### src/rtl/key_pkg.sv
// Shared types and sizing helpers for the multi-key debounce controller.
package key_pkg;

  typedef enum logic [1:0] {
    ST_IDLE    = 2'd0,
    ST_PRESSED = 2'd1,
    ST_HELD    = 2'd2
  } chan_state_e;

  // Clock cycles per 1 ms tick.
  function automatic int ms_div(input int clk_freq);
    return clk_freq / 1000;
  endfunction

  // Width able to hold 0..limit; never narrower than one bit.
  function automatic int cnt_w(input int limit);
    return (limit < 1) ? 1 : $clog2(limit + 1);
  endfunction

endpackage

### src/rtl/key_multi_ctrl_if.sv
// Button inputs and per-channel event outputs of the multi-key controller.
interface key_multi_ctrl_if #(
  parameter int N_KEYS = 4
);

  logic [N_KEYS-1:0] key_i;
  logic [N_KEYS-1:0] key_level;
  logic [N_KEYS-1:0] key_press;
  logic [N_KEYS-1:0] key_release;
  logic [N_KEYS-1:0] key_long;
  logic [N_KEYS-1:0] toggle_o;

  modport master (
    output key_i,
    input  key_level, key_press, key_release, key_long, toggle_o
  );

  modport slave (
    input  key_i,
    output key_level, key_press, key_release, key_long, toggle_o
  );

endinterface

### src/rtl/key_chan.sv
// One key channel: 2-FF synchroniser, ms-tick debounce, press/hold FSM and toggle.
module key_chan
  import key_pkg::*;
#(
  parameter bit KEY_ACTIVE_LOW = 1'b1,
  parameter int DEBOUNCE_MS    = 20,
  parameter int LONG_MS        = 1000,
  parameter int REPEAT_MS      = 0,
  parameter bit TOGGLE_INIT    = 1'b1
) (
  input  logic clk_100m,
  input  logic rst_n,
  input  logic i_tick,
  input  logic i_key_raw,
  output logic o_level,
  output logic o_press,
  output logic o_release,
  output logic o_long,
  output logic o_toggle
);

  localparam int HOLD_LIM = LONG_MS - DEBOUNCE_MS;
  localparam int REP_LIM  = (REPEAT_MS > 0) ? REPEAT_MS : 1;
  localparam int DB_W     = cnt_w(DEBOUNCE_MS);
  localparam int HOLD_W   = cnt_w(HOLD_LIM);
  localparam int REP_W    = cnt_w(REP_LIM);

  localparam logic [DB_W-1:0]   DB_LAST   = DB_W'(DEBOUNCE_MS - 1);
  localparam logic [HOLD_W-1:0] HOLD_LAST = HOLD_W'(HOLD_LIM - 1);
  localparam logic [REP_W-1:0]  REP_LAST  = REP_W'(REP_LIM - 1);
  localparam logic              IDLE_RAW  = KEY_ACTIVE_LOW;

  logic [1:0]        r_sync;
  logic              r_level;
  logic [DB_W-1:0]   r_db_cnt;
  logic [HOLD_W-1:0] r_hold_cnt;
  logic [REP_W-1:0]  r_rep_cnt;
  chan_state_e       r_state;
  logic              r_press;
  logic              r_release;
  logic              r_long;
  logic              r_toggle;

  logic w_s;
  logic w_accept;
  logic w_rise;
  logic w_fall;

  // Debounced level change is accepted on the tick that completes the disagreement window.
  always_comb begin
    w_s      = r_sync[1] ^ IDLE_RAW;
    w_accept = 1'b0;
    if ((w_s != r_level) && i_tick && (r_db_cnt == DB_LAST)) begin
      w_accept = 1'b1;
    end else begin
      w_accept = 1'b0;
    end
    w_rise = w_accept & ~r_level;
    w_fall = w_accept & r_level;
  end

  always_ff @(posedge clk_100m) begin
    if (!rst_n) begin
      r_sync     <= {2{IDLE_RAW}};
      r_level    <= 1'b0;
      r_db_cnt   <= '0;
      r_hold_cnt <= '0;
      r_rep_cnt  <= '0;
      r_state    <= ST_IDLE;
      r_press    <= 1'b0;
      r_release  <= 1'b0;
      r_long     <= 1'b0;
      r_toggle   <= TOGGLE_INIT;
    end else begin
      r_sync    <= {r_sync[0], i_key_raw};
      r_press   <= 1'b0;
      r_release <= 1'b0;
      r_long    <= 1'b0;

      if (w_s == r_level) begin
        r_db_cnt <= '0;
      end else if (w_accept) begin
        r_db_cnt <= '0;
        r_level  <= ~r_level;
      end else if (i_tick && (r_db_cnt != DB_LAST)) begin
        r_db_cnt <= r_db_cnt + DB_W'(1);
      end

      // A release always wins over a long/repeat tick landing in the same cycle.
      case (r_state)
        ST_IDLE: begin
          if (w_rise) begin
            r_state    <= ST_PRESSED;
            r_press    <= 1'b1;
            r_toggle   <= ~r_toggle;
            r_hold_cnt <= '0;
          end
        end
        ST_PRESSED: begin
          if (w_fall) begin
            r_state   <= ST_IDLE;
            r_release <= 1'b1;
          end else if (i_tick) begin
            if (r_hold_cnt == HOLD_LAST) begin
              r_state   <= ST_HELD;
              r_long    <= 1'b1;
              r_rep_cnt <= '0;
            end else begin
              r_hold_cnt <= r_hold_cnt + HOLD_W'(1);
            end
          end
        end
        ST_HELD: begin
          if (w_fall) begin
            r_state   <= ST_IDLE;
            r_release <= 1'b1;
          end else if (i_tick && (REPEAT_MS > 0)) begin
            if (r_rep_cnt == REP_LAST) begin
              r_long    <= 1'b1;
              r_rep_cnt <= '0;
            end else begin
              r_rep_cnt <= r_rep_cnt + REP_W'(1);
            end
          end
        end
        default: begin
          r_state <= ST_IDLE;
        end
      endcase
    end
  end

  assign o_level   = r_level;
  assign o_press   = r_press;
  assign o_release = r_release;
  assign o_long    = r_long;
  assign o_toggle  = r_toggle;

endmodule

### src/rtl/key_multi_ctrl.sv
// N-channel push-button controller: one shared 1 ms prescaler feeding per-key channels.
module key_multi_ctrl
  import key_pkg::*;
#(
  parameter int              CLK_FREQ       = 100000000,
  parameter int              N_KEYS         = 4,
  parameter bit              KEY_ACTIVE_LOW = 1'b1,
  parameter int              DEBOUNCE_MS    = 20,
  parameter int              LONG_MS        = 1000,
  parameter int              REPEAT_MS      = 0,
  parameter logic [N_KEYS-1:0] TOGGLE_INIT  = {N_KEYS{1'b1}}
) (
  input logic             clk_100m,
  input logic             rst_n,
  key_multi_ctrl_if.slave bus
);

  localparam int DIV   = ms_div(CLK_FREQ);
  localparam int PRE_W = cnt_w(DIV - 1);
  localparam logic [PRE_W-1:0] PRE_LAST = PRE_W'(DIV - 1);

  logic [PRE_W-1:0]  r_pre;
  logic              w_tick;
  logic [N_KEYS-1:0] w_level;
  logic [N_KEYS-1:0] w_press;
  logic [N_KEYS-1:0] w_release;
  logic [N_KEYS-1:0] w_long;
  logic [N_KEYS-1:0] w_toggle;

  assign w_tick = (r_pre == PRE_LAST);

  always_ff @(posedge clk_100m) begin
    if (!rst_n) begin
      r_pre <= '0;
    end else if (w_tick) begin
      r_pre <= '0;
    end else begin
      r_pre <= r_pre + PRE_W'(1);
    end
  end

  for (genvar g = 0; g < N_KEYS; g++) begin : g_chan
    key_chan #(
      .KEY_ACTIVE_LOW (KEY_ACTIVE_LOW),
      .DEBOUNCE_MS    (DEBOUNCE_MS),
      .LONG_MS        (LONG_MS),
      .REPEAT_MS      (REPEAT_MS),
      .TOGGLE_INIT    (TOGGLE_INIT[g])
    ) u_chan (
      .clk_100m  (clk_100m),
      .rst_n     (rst_n),
      .i_tick    (w_tick),
      .i_key_raw (bus.key_i[g]),
      .o_level   (w_level[g]),
      .o_press   (w_press[g]),
      .o_release (w_release[g]),
      .o_long    (w_long[g]),
      .o_toggle  (w_toggle[g])
    );
  end

  assign bus.key_level   = w_level;
  assign bus.key_press   = w_press;
  assign bus.key_release = w_release;
  assign bus.key_long    = w_long;
  assign bus.toggle_o    = w_toggle;

endmodule

### src/flat_wrapper.sv
// flat-port wrapper written by rule: the top's interface ports become plain ports
module key_multi_ctrl_flat import key_pkg::*;
#(
  parameter int              CLK_FREQ       = 100000000,
  parameter int              N_KEYS         = 4,
  parameter bit              KEY_ACTIVE_LOW = 1'b1,
  parameter int              DEBOUNCE_MS    = 20,
  parameter int              LONG_MS        = 1000,
  parameter int              REPEAT_MS      = 0,
  parameter logic [N_KEYS-1:0] TOGGLE_INIT  = {N_KEYS{1'b1}}
)
  (clk_100m, rst_n, bus_key_i, bus_key_level, bus_key_press, bus_key_release, bus_key_long, bus_toggle_o);
  key_multi_ctrl_if #(.N_KEYS(N_KEYS)) bus_i ();
  input logic clk_100m;
  input logic rst_n;
  input wire logic [$bits(bus_i.key_i)-1:0] bus_key_i;
  output wire logic [$bits(bus_i.key_level)-1:0] bus_key_level;
  output wire logic [$bits(bus_i.key_press)-1:0] bus_key_press;
  output wire logic [$bits(bus_i.key_release)-1:0] bus_key_release;
  output wire logic [$bits(bus_i.key_long)-1:0] bus_key_long;
  output wire logic [$bits(bus_i.toggle_o)-1:0] bus_toggle_o;
  assign bus_i.key_i = bus_key_i;
  assign bus_key_level = bus_i.key_level;
  assign bus_key_press = bus_i.key_press;
  assign bus_key_release = bus_i.key_release;
  assign bus_key_long = bus_i.key_long;
  assign bus_toggle_o = bus_i.toggle_o;
  key_multi_ctrl #(.CLK_FREQ(CLK_FREQ), .N_KEYS(N_KEYS), .KEY_ACTIVE_LOW(KEY_ACTIVE_LOW), .DEBOUNCE_MS(DEBOUNCE_MS), .LONG_MS(LONG_MS), .REPEAT_MS(REPEAT_MS), .TOGGLE_INIT(TOGGLE_INIT)) u_core (.clk_100m(clk_100m), .rst_n(rst_n), .bus(bus_i));
endmodule
### config.mk
export PLATFORM = sky130hd
export DESIGN_NAME = key_multi_ctrl_flat
export DESIGN_NICKNAME = d
export VERILOG_FILES = /design/src/rtl/key_pkg.sv /design/src/rtl/key_multi_ctrl_if.sv /design/src/rtl/key_chan.sv /design/src/rtl/key_multi_ctrl.sv /design/src/flat_wrapper.sv
export SDC_FILE = /design/constraint.sdc
export NUM_CORES = 1
export LEC_CHECK = 0
export ABC_AREA = 1
export BUFFER_PORTS_ARGS = -buffer_cell sky130_fd_sc_hd__clkbuf_2
export CORE_ASPECT_RATIO = 1.25
export CORE_MARGIN = 5
export CORE_UTILIZATION = 30
export DETAILED_ROUTE_END_ITERATION = 16
export HOLD_SLACK_MARGIN = 0.12
export SYNTH_ARGS = -nofsm -noshare
export SYNTH_HDL_FRONTEND = slang
export SYNTH_SLANG_ARGS = --single-unit
### constraint.sdc
create_clock -name clk_100m -period 5.45 [get_ports clk_100m]
set_input_delay 1.3625 -clock clk_100m [delete_from_list [all_inputs] [get_ports clk_100m]]
set_output_delay 1.3625 -clock clk_100m [all_outputs]
set_load 0.05 [all_outputs]
Word level (Yosys, flattened, before mapping)
Index checks and enable logic that the tools add are counted.
- register bits: 113
- input bits: 6
- output and inout bits: 20
- word-level logic and storage cells: 250
- add/sub/neg operators: 9
- equal/unequal tests: 57
- multiplexer cells: 60
- bitwise operators: 30
- reduce and logical (&&, ||, !) cells: 57
- operators with widths (operator ; count):
    $mux 10 ; 16
    $pmux 10 s2 ; 4
    $add 10x1->10 const B ; 4
    $eq 10x10->1 const B ; 4
    $mux 2 ; 20
    $ne 2x2->1 const B ; 17
    $reduce_and 2->1 ; 16
    $pmux 2 s3 ; 4
    $not 1->1 ; 22
    $add 5x1->5 const B ; 4
    $eq 5x5->1 const B ; 4
    $ne 5x5->1 const B ; 4
    $reduce_and 5->1 ; 4
    $add 17x1->17 const B ; 1
    $eq 17x17->1 const B ; 1
    $mux 1 ; 16
    $reduce_and 4->1 ; 4
    $reduce_or 4->1 ; 4
    $ne 3x3->1 const B ; 5
    $logic_and 1x1->1 ; 12
    $reduce_or 3->1 ; 4
    $reduce_or 2->1 ; 5
    $ne 3x2->1 const B ; 3
    $and 1x1->1 ; 8
    other kinds (7) ; 27

Depth between registers and ports, before layout
- depth in word-level cells: 8
- depth in mapped cells: 13
- depth with buffers taken out: 13

Modules after synthesis
From an unflattened synthesis, not the netlist that was laid out.
- cells, all modules: 941
- area total of the unflattened synthesis: 6568.8 um2
- modules (own cells, without submodules) (module ; instances ; cells each ; area an instance (um2) ; sequential area each (um2)):
    key_chan at u_core.g_chan[0].u_chan ... ; 3 ; 204 ; 1428.9 ; 480.5
    key_chan at u_core.g_chan[2].u_chan ; 1 ; 204 ; 1427.6 ; 480.5
    key_multi_ctrl ; 1 ; 125 ; 854.6 ; 340.3

Least setup slack after synthesis
No wires, ideal clock.
- path type: input port to flip-flop
- from: input port rst_n
- to: register u_core.g_chan[3].u_chan.r_db_cnt[3]
- setup time: 0.070 ns
- data arrival time: 2.350 ns
- data required time: 5.380 ns
- path slack: 3.030 ns
- cell stages on the path: 5
- buffers on the path: 1
- cell sequence: clkbuf_1 -> clkinv_1 -> nor3_1 -> o21ai_0 -> a21oi_1
- word-level cells in the longest chain between the ends: 2
- ends and longest elaborated chain (what ; RTL line ; RTL):
    from (decl) ; flat_wrapper.sv:15 ; input logic rst_n;
    $not 1->1 (no line) ; -- ;
    $reduce_or 3->1 (no line) ; -- ;
    to (signal assigned) ; key_chan.sv:86 ; r_db_cnt <= r_db_cnt + DB_W'(1);
    to (decl) ; key_chan.sv:35 ; logic [DB_W-1:0] r_db_cnt;
No other way between the ends.
A chain may end at the register's enable or synchronous reset.

Worst setup path after layout
- from: register u_core.r_pre[7]
- to: register u_core.g_chan[3].u_chan.r_state[1]
- word-level cells in the longest chain between the ends: 7
- elaborated cells on any way between the ends: 13
- those cells by class: eq/ne: 5; mux: 3; bitwise: 2; reduce/logical: 3
- ends and longest elaborated chain (what ; RTL line ; RTL):
    from (decl) ; key_multi_ctrl.sv:22 ; logic [PRE_W-1:0] r_pre;
    from (signal assigned) ; key_multi_ctrl.sv:38 ; r_pre <= r_pre + PRE_W'(1);
    $eq 17x17->1 * ; key_multi_ctrl.sv:30 ; assign w_tick = (r_pre == PRE_LAST);
    $logic_and 1x1->1 (2 in a row) ; key_chan.sv:53 ; if ((w_s != r_level) && i_tick && (r_db_cnt == DB_LAST)) begin
    $mux 1 ; key_chan.sv:53 ;
    $and 1x1->1, on equally long branches ; key_chan.sv:59, key_chan.sv:58 ;
    $ne 3x2->1 (no line) (tied with other cells) ; -- ;
    $reduce_and 4->1 (no line) / $pmux 2 s3 (equally long branches) ; -- ;
    to (signal assigned) ; key_chan.sv:69 ; r_state <= ST_IDLE;
    to (signal assigned) ; key_chan.sv:93 ; r_state <= ST_PRESSED;
    to (signal assigned) ; key_chan.sv:101 ; r_state <= ST_IDLE;
    to (decl) ; key_chan.sv:38 ; chan_state_e r_state;
Mark *: on every way between the ends. The rest lies on a longest branch, timed or not.

==> implementation parameters <==
Parameter                              Value

Status
  Outcome    finished clean

Finish
  Net total in the final layout    approximately 930
  Cell area after layout    6860 um2
  Register Area    2260 um2
  Multi-input logic area    ~3200 um2
  Post-Layout Cell Count    1184
  Area growth from synthesis to final layout    13.4%
  Number of fill cells    about 2100
  Share of layout cells above drive strength 1    0.101
  Diode count    0

Die
  DIE HEIGHT    169 um
  Effective utilization at floorplan    0.303
  Area of the core    ~20000 um2
  Count of pins on the block boundary    26
  Die Width    ~140 um
  Total die area    around 23000 um2
  Number of placement rows    58

Placed design
  Count of buffers inserted at the top-level ports    25
  Placement-stage cell area    6260 um2
  HPWL after DPL    a little over 9 mm
  Placer's final routability congestion estimate    0.777
  # placed instances    between 1000 and 1500

Global routing
  Largest net degree at the start of global routing    53
  Gr ovfl total    0
  Antenna violations before repair    0
  Global-route wire length before repair    around 23 mm
  GRT Overall Usage    0.120
  Vias in the first global route    between 5000 and 6000

Worst setup path
  Endpoint class of the critical path    flip-flop
  Cell type group with the largest total delay on the critical path    simple AND/OR/NAND/NOR gates
  Arrival time of data at the critical path endpoint    2.97 ns
  Crit path top cell by count    sky130_fd_sc_hd__nand2_1
  Worst setup path category    reg2reg
  Type of origin of the critical path    flip-flop
  Standard cell with the maximum stage delay on the critical path    sky130_fd_sc_hd__nand2_1
  CP Max Fanout    21
  Data required time at the worst endpoint    5.81 ns
  Critical Path, Cell by Cell    nand2_1 -> nor3_4 -> nand3_4 -> nor2_2 -> nand2_1 -> nand2_1 -> nand2_1 -> nor2_1 -> nor2_1 -> nor2_1
  Count of buffering cells on the critical path with inverters included    0
  Slowest cell delay on critical path    about 0.49 ns

Synthesis
  Synthesized Nets    a little over 900
  Synthesis warning total    0
  Post-Syn Area    between 6000 and 7000 um2
  Leading register cell type out of synthesis    sky130_fd_sc_hd__dfxtp_1
  Number of unique standard cell types used by synthesis    35
  Synthesized instance count    about 900
  Post-Syn Area per Cell    6.75 um2
  Proportion of register bits with asynchronous set or reset after synthesis    0
  Number of synthesized register bits    113
  Portion of the post-synthesis area used by sequential elements    0.374
  Post-synth EDFFs    0

STA
  Sum of negative setup slack    0 ns
  Maximum clock skew at final layout    0.00677 ns
  Final-layout worst hold slack    0.413 ns
  Period Utilization, post-route    0.479
  Endpoints failing hold    0
  Count of endpoints failing setup in the final report    0
  Max-Slew Margin vs Limit    0.559
  Setup repair after global routing missed its margin    false
  Pins Over Slew Limit    0
  Post-route minimum period    2.61 ns
  Highest achievable clock rate    around 380 MHz
  Transition time at the pin with the least slew margin    0.660 ns

Route
  Number of DRC markers in iteration 0    between 300 and 400
  First-pass iteration count of the detailed router    4
  Final routed DRC violation total    0
  Post-detailed-route wirelength per cell    roughly 11 um
  Antenna Nets Post-Route    0
  Total number of vias    5383
  Avg Vias per Cell    4.55
  Routed wire length    roughly 13 mm

Clock tree
  Quantity of hold-fixing buffers added after cts    0
  Number of gates resized after CTS    0
  Level count of the clock H-tree    4
  Clock sink count    113
  Clk Latency, worst-skew pair    between 0.4 and 0.5 ns
  TritonCTS clock tree    built
  Number of buffers created by CTS    17
  Cell at the root of the clock tree    sky130_fd_sc_hd__clkbuf_16
  Bufs on Longest Clock Path    2
  Number of buffers added for setup after CTS    0
  Clock transition at the registers of the reported paths    ~0.050 ns

Power and ir drop
  Cell leakage power    roughly 2.7 nW
  Total power of the final layout    around 2.2 mW
  IR Drop Worst-Case VDD    200 uV
  Power per standard cell area    roughly 320 nW/um2

Run
  Max-cap violations    0

Hold path
  Worst min path class    reg2reg
-- per-stage QoR --
step | setup slack [ns] | utilization
after floorplan | 3.03 | -
after global placement | 2.56 | 0.314
after detailed placement | 2.55 | 0.314
after CTS | 2.83 | 0.344
after global routing | 2.55 | 0.344
final | 2.84 | 0.344
-- where the power goes --
part	leakage [nW]	total, mW	internal [mW]	switching [mW]
Clock	0.290	1.12	0.739	0.383
Sequential	0.914	0.892	0.860	0.0326
Combinational	1.49	0.206	0.0703	0.135
-- routing by layer --
metal / track usage / part of all wire / up-vias
met1: 0.143 / 0.45 / 2409
met4: 0.0490 / 0.016 / 0
met3: 0.0300 / 0.040 / 14
met2: 0.203 / 0.49 / 68
li1: - / - / 2892
met5: 0 / 0 / -
-- state kept, by name, summed over array words and instances (netlist names) --
signal	flops
u_core.g_chan.u_chan.o_level	4
u_core.g_chan.u_chan.o_release	4
u_core.g_chan.u_chan.o_long	4
u_core.g_chan.u_chan.r_state	8
u_core.g_chan.u_chan.r_sync	8
u_core.g_chan.u_chan.o_toggle	4
u_core.g_chan.u_chan.o_press	4
u_core.g_chan.u_chan.r_hold_cnt	40
u_core.g_chan.u_chan.r_db_cnt	20
u_core.r_pre	17
-- cell usage in the layout, fill, tap and decap left out, drive strengths merged --
| master | instances |
|---|---|
| a21oi | 71 |
| xor2 | 9 |
| nor4 | 4 |
| dfxtp | 113 |
| nor3b | 4 |
| or2 | 22 |
| clkbuf | 47 |
| o21a | 1 |
| ha | 21 |
| a21boi | 1 |
| nand2 | 202 |
| o21bai | 2 |
| o21ai | 29 |
| nand3 | 77 |
| nand4 | 27 |
| xnor2 | 2 |
| inv | 92 |
| and3 | 1 |
| nor3 | 21 |
| bufinv | 3 |
| buf | 2 |
| clkinv | 7 |
| nor2 | 148 |
| clkinvlp | 2 |
| nand3b | 5 |
| a31oi | 1 |
-- worst reg2reg max path, stage by stage, from the launching register on --
cell	delay, ns
sky130_fd_sc_hd__dfxtp_1	0.43
sky130_fd_sc_hd__nand2_1	0.13
sky130_fd_sc_hd__nor3_4	0.42
sky130_fd_sc_hd__nand3_4	0.35
sky130_fd_sc_hd__nor2_2	0.26
sky130_fd_sc_hd__nand2_1	0.07
sky130_fd_sc_hd__nand2_1	0.49
sky130_fd_sc_hd__nand2_1	0.11
sky130_fd_sc_hd__nor2_1	0.14
sky130_fd_sc_hd__nor2_1	0.05
sky130_fd_sc_hd__nor2_1	0.09
-- area by class of cell --
class	instances	share of cell area
Sequential cell	113	0.330
Multi-Input combinational cell	648	0.462
Clock inverter	10	0.0195
Inverter	94	0.0514
Clock buffer	22	0.0677
Timing Repair Buffer	27	0.0204
Tap cell	270	0.0493
-- logic make-up after synthesis --
group / share of synthesized area
compound gates: 0.0894
xor+xnor: 0.0159
fa+ha+maj: 0.0434
buf+inv: 0.102
flops: 0.374
simple gates: 0.375
-- worst paths after layout --
kind | start | to | slack, ns | cells past startpoint
min | u_core.g_chan[0].u_chan.r_sync[0] | u_core.g_chan[0].u_chan.r_sync[1] | 0.41 | 1
max reg2reg | u_core.r_pre[7] | u_core.g_chan[3].u_chan.r_state[1] | 2.84 | 10
max | u_core.r_pre[7] | u_core.g_chan[3].u_chan.r_state[1] | 2.84 | 10
min reg2reg | u_core.g_chan[0].u_chan.r_sync[0] | u_core.g_chan[0].u_chan.r_sync[1] | 0.41 | 1
-- Yosys cell counts, drive strengths merged, types with 2 or more instances --
master  count  area share
a21oi      71       0.059
buf        31       0.038
clkbuf     10      0.0062
clkinv      2      0.0012
dfxtp     113        0.37
ha         21       0.043
inv        92       0.057
nand2     202        0.13
nand3      77       0.066
nand3b      5      0.0062
nand4      27       0.028
nor2      148       0.095
nor3       21       0.020
nor3b       4      0.0050
nor4        4      0.0041
o21ai      29       0.024
o21bai      2      0.0025
or2        22       0.023
xnor2       2      0.0029
xor2        9       0.013
Power figures use the tool's default switching activity.
